### src/rtl/fifo_wr_feeder.sv
// rtl/fifo_wr_feeder.sv - write-domain stream feeder for the async FIFO write controller
// 2-entry skid buffer in front of the write port, with a local fill level computed from the decoded read pointer.
module fifo_wr_feeder #(
    parameter int D_SIZE    = 8,
    parameter int P_SIZE    = 4,
    parameter int AF_THRESH = 6
) (
    input  logic              w_clk,
    input  logic              w_rstn,
    input  logic              s_valid,
    input  logic [D_SIZE-1:0] s_data,
    output logic              s_ready,
    input  logic              full,
    input  logic [P_SIZE-1:0] sync_rd_ptr,
    output logic              w_inc,
    output logic [D_SIZE-1:0] w_data,
    output logic [P_SIZE-1:0] fill_level,
    output logic              almost_full
);

    localparam logic [P_SIZE-1:0] DEPTH_L = {1'b1, {(P_SIZE-1){1'b0}}};
    localparam logic [P_SIZE-1:0] AF_L    = P_SIZE'(AF_THRESH);

    logic [D_SIZE-1:0] buf_head;
    logic [D_SIZE-1:0] buf_tail;
    logic [1:0]        buf_cnt;
    logic [1:0]        buf_cnt_next;
    logic [P_SIZE-1:0] wr_cnt;
    logic [P_SIZE-1:0] rd_bin;
    logic              push;
    logic              pop;

    // Each binary bit is the XOR of all gray bits at or above it.
    for (genvar i = 0; i < P_SIZE; i++) begin : g_gray_dec
        assign rd_bin[i] = ^sync_rd_ptr[P_SIZE-1:i];
    end

    assign fill_level  = wr_cnt - rd_bin;
    assign almost_full = (fill_level >= AF_L);

    // The local fill guard covers the cycle where the controller's full flag lags a write.
    assign w_inc  = (buf_cnt != 2'd0) && !full && (fill_level < DEPTH_L);
    assign w_data = buf_head;
    assign push   = s_valid && s_ready;
    assign pop    = w_inc;

    always_comb begin
        buf_cnt_next = buf_cnt;
        if (push && !pop) begin
            buf_cnt_next = buf_cnt + 2'd1;
        end else if (!push && pop) begin
            buf_cnt_next = buf_cnt - 2'd1;
        end
    end

    always_ff @(posedge w_clk or negedge w_rstn) begin
        if (!w_rstn) begin
            buf_head <= '0;
            buf_tail <= '0;
            buf_cnt  <= 2'd0;
            s_ready  <= 1'b0;
            wr_cnt   <= '0;
        end else begin
            buf_cnt <= buf_cnt_next;
            s_ready <= (buf_cnt_next < 2'd2);
            if (pop) begin
                wr_cnt <= wr_cnt + 1'b1;
            end
            // Head keeps its value when the buffer drains, so w_data holds the last beat.
            if (pop) begin
                if (buf_cnt == 2'd2) begin
                    buf_head <= buf_tail;
                end else if (push) begin
                    buf_head <= s_data;
                end
            end else if (push) begin
                if (buf_cnt == 2'd0) begin
                    buf_head <= s_data;
                end else begin
                    buf_tail <= s_data;
                end
            end
        end
    end

endmodule
### config.mk
export PLATFORM = sky130hd
export DESIGN_NAME = fifo_wr_feeder
export DESIGN_NICKNAME = d
export VERILOG_FILES = /design/src/rtl/fifo_wr_feeder.sv
export SDC_FILE = /design/constraint.sdc
export NUM_CORES = 1
export LEC_CHECK = 0
export CORE_ASPECT_RATIO = 0.9
export CORE_MARGIN = 5
export CORE_UTILIZATION = 35
export DETAILED_ROUTE_END_ITERATION = 12
export SETUP_SLACK_MARGIN = 0.4
export SYNTH_ARGS = -nofsm -noshare
export SYNTH_HDL_FRONTEND = slang
export SYNTH_SLANG_ARGS = --single-unit
### constraint.sdc
create_clock -name w_clk -period 6.7 [get_ports w_clk]
set_input_delay 1.005 -clock w_clk [delete_from_list [all_inputs] [get_ports w_clk]]
set_output_delay 1.005 -clock w_clk [all_outputs]
set_load 0.02 [all_outputs]
==> reports/qor.yml <==
die:
  ios: 31
  core_sq_um: 3680
  initial_core_util_pct: 35.8
  die_w_microns: 74.6
  dieArea_sq_um: 5090
  fp.dieH_microns: 68.2
  rows: 21
synth:
  ys_types: 31
  avgSynthCellArea_sq_um: 12.9
  synth_edf_count: 0
  synth.top_cells.by_count: "dfrtp_1 (23), mux2_2 (17), ha_1 (8), inv_1 (8), mux2_1 (8)"
  syn_area_sq_um: 1320
  ys.flop_type: "dfrtp_1"
  synth.top_cell.area_share_pct: 43.7
  yosysWarnings: 0
  synth.largest_area_cell: "dfrtp_1"
  syn_inst: 102
  synthesis.nets: 127
  post-synth-top-count-cell: "dfrtp_1"
  ys_ff_latch: 23
  seq_area_frac_synth_pct: 43.7
  ys_top_cells_by_area: "dfrtp_1 (44%), mux2_2 (15%), ha_1 (7.6%)"
  ys_async_sr_fraction_pct: 100
pwr:
  ir_drop_uv: 197
  p_leak_uw: 0.000721
  cellPowerDensity_nw_per_um2: 501
  pwr-share-comb_pct: 60.1
  seqPwrFrac_pct: 29.9
  p_sw_uw: 346
  swShare_pct: 40.5
  power.internal_uw: 509
  clkPwrFrac_pct: 10.1
sta:
  finalSetupViolCount: 0
  skew_ns: 0.00252
  relSlewSlack_pct: 30.3
  tightest_slew_ns: 1.04
  post-route-period-util_pct: 75.6
  rsz0062_at_grt: "false"
  fmax_ghz: 0.198
  drv_slew: 0
  min_period_ns: 5.06
  hold_viol: 0
  finalWorstSetupSlack_ns: 1.64
  fin_tns_setup_ns: 0
grt:
  grt_pass1_wl_microns: 4500
  grt_pass1_vias: 949
  antenna_found_initial: 0
  gr-total-overflow: 0
  grt_max_degree: 24
  grt_usage_pct: 11.6
setup_path:
  start_kind: "primary input"
  crit_fanout: 8
  endpoint_kind: "output pin"
  cp.arrival_ns: 4.06
  cp_data_required_time_ns: 5.69
  path_class: "in2out"
min_path:
  holdCritPathClass: "reg2reg"
outcome:
  status: "finished, final reports clean"
routing:
  post_drt_wl_per_cell_microns: 14.2
  routed_wl_microns: 2560
  viasPerCell: 4.97
  drt_pass1_iterations: 4
  antenna_left: 0
  drtIter0Drc: 58
  drc_errors: 0
  num_vias: 895
clock_tree:
  cts_tree: "built"
  clk_transition_reported_paths_ns: 0.08
  insertion_delay_ns: 0.26
  cts.sinks: 23
  cts-buffers-inserted: 3
  clock_path_buffers: 2
  cts_setup_buffers: 0
  cts_resized: 0
  hold_buffers: 0
  cts-root-buf: "clkbuf_8"
  htree_levels: 1
placement:
  post-dp-hpwl_microns: 1990
  dp.cells: 176
  portBuffers: 30
  pre_cts_slack_ns: 1.62
  gp_congestion: 0.828
finish:
  syn_to_final_growth_pct: 29.6
  fillers: 333
  layout-drive-gt1-share_pct: 21.6
  antenna_cells: 0
  nNetsFinal: 160
  fin_cells: 180
run:
  max_cap_viol_count: 0
stage by stage:
| stage | hold slack, ns | power [uW] | util, % | cell area [sq um] |
|---|---|---|---|---|
| finish | 0.505 | 855 | 46.4 | 1710 |
| CTS | 0.507 | 867 | 46.4 | 1710 |
| detailed placement | 0.488 | 777 | 45.1 | 1660 |
| global route | 0.517 | 920 | 46.4 | 1710 |
| floorplan | 0.461 | 595 | - | 1320 |
| global placement | 0.479 | 760 | 45.1 | 1660 |
state kept, by name, summed over array words and instances (netlist names), named ones only:
signal    flops
buf_cnt       1
buf_tail      8
s_ready       1
w_data        8
wr_cnt        4
critical path: stages:
cell and delay, ns:
clkdlybuf4s50_1 0.49, xnor2_2 0.29, xor2_1 0.34, ha_1 0.30, nor2b_1 0.15, o21ai_0 0.27, and3_4 0.27, nor2_4 0.08
nor3_4 0.20, clkdlybuf4s50_1 0.65
power by group through the flow:
| stage | sequential (uW) | combinational (uW) | clock [uW] |
|---|---|---|---|
| after floorplan | 283 | 312 | 0 |
| after global placement | 254 | 506 | 0 |
| after detailed placement | 258 | 520 | 0 |
| after CTS | 256 | 521 | 90.3 |
| after global routing | 264 | 559 | 97.3 |
| final | 255 | 513 | 86.0 |
worst paths after layout:
| kind | start | to | slack (ns) | cells after the start |
|---|---|---|---|---|
| setup reg to reg | wr_cnt[1]$_DFFE_PN0P_ | w_data[0]$_DFFE_PN0P_ | 3.72 | 12 |
| max in group asynchronous | w_rstn | buf_tail[4]$_DFFE_PN0P_ | 4.77 | 1 |
| min in group asynchronous | w_rstn | buf_cnt[0]$_DFFE_PN0P_ | 1.30 | 1 |
| hold reg to reg | wr_cnt[3]$_DFFE_PN0P_ | wr_cnt[3]$_DFFE_PN0P_ | 0.51 | 1 |
| hold / removal | wr_cnt[3]$_DFFE_PN0P_ | wr_cnt[3]$_DFFE_PN0P_ | 0.51 | 1 |
| setup / recovery | sync_rd_ptr[3] | w_inc | 1.64 | 10 |
layout by cell type (no fill, tap or decap), drive strengths merged, types with 2 or more instances in the layout:
cell type,n
a21o,3
a21oi,3
clkbuf,3
clkdlybuf4s50,30
dfrtp,23
ha,8
inv,8
mux2,25
nor2,2
nor3,3
nor3b,2
o21ai,3
xnor2,5
xor2,4
cells by family (layout without fill, tap and decap cells):
kind of cell    after synthesis  count (layout)  synth area share, %
compound gates               13              13                 8.37
xor+xnor                      9               9                 6.56
fa+ha+maj                     9               9                 9.13
buf+inv                      10              42                 3.42
flops                        23              23                 43.7
mux                          25              25                 21.4
simple gates                 13              13                 7.41
layout make-up:
class / instances / area (sq um) / area share (%)
clock buffer: 3 / 41.3 / 2.42
clock inverter: 1 / 5.00 / 0.293
inverter: 8 / 30.0 / 1.76
multi-input combinational: 69 / 696 / 40.8
sequential: 23 / 576 / 33.7
tap: 46 / 57.6 / 3.37
timing repair buffer: 30 / 300 / 17.6
layer usage:
layer | vias up | share of wire (%) | global-route usage, %
li1 | 424 | - | -
met1 | 453 | 43 | 14.1
met2 | 16 | 53 | 20.7
met3 | 2 | 4.0 | 3.38
met4 | 0 | 0.31 | 2.00
met5 | - | 0 | 0
Power figures use the tool's default switching activity.
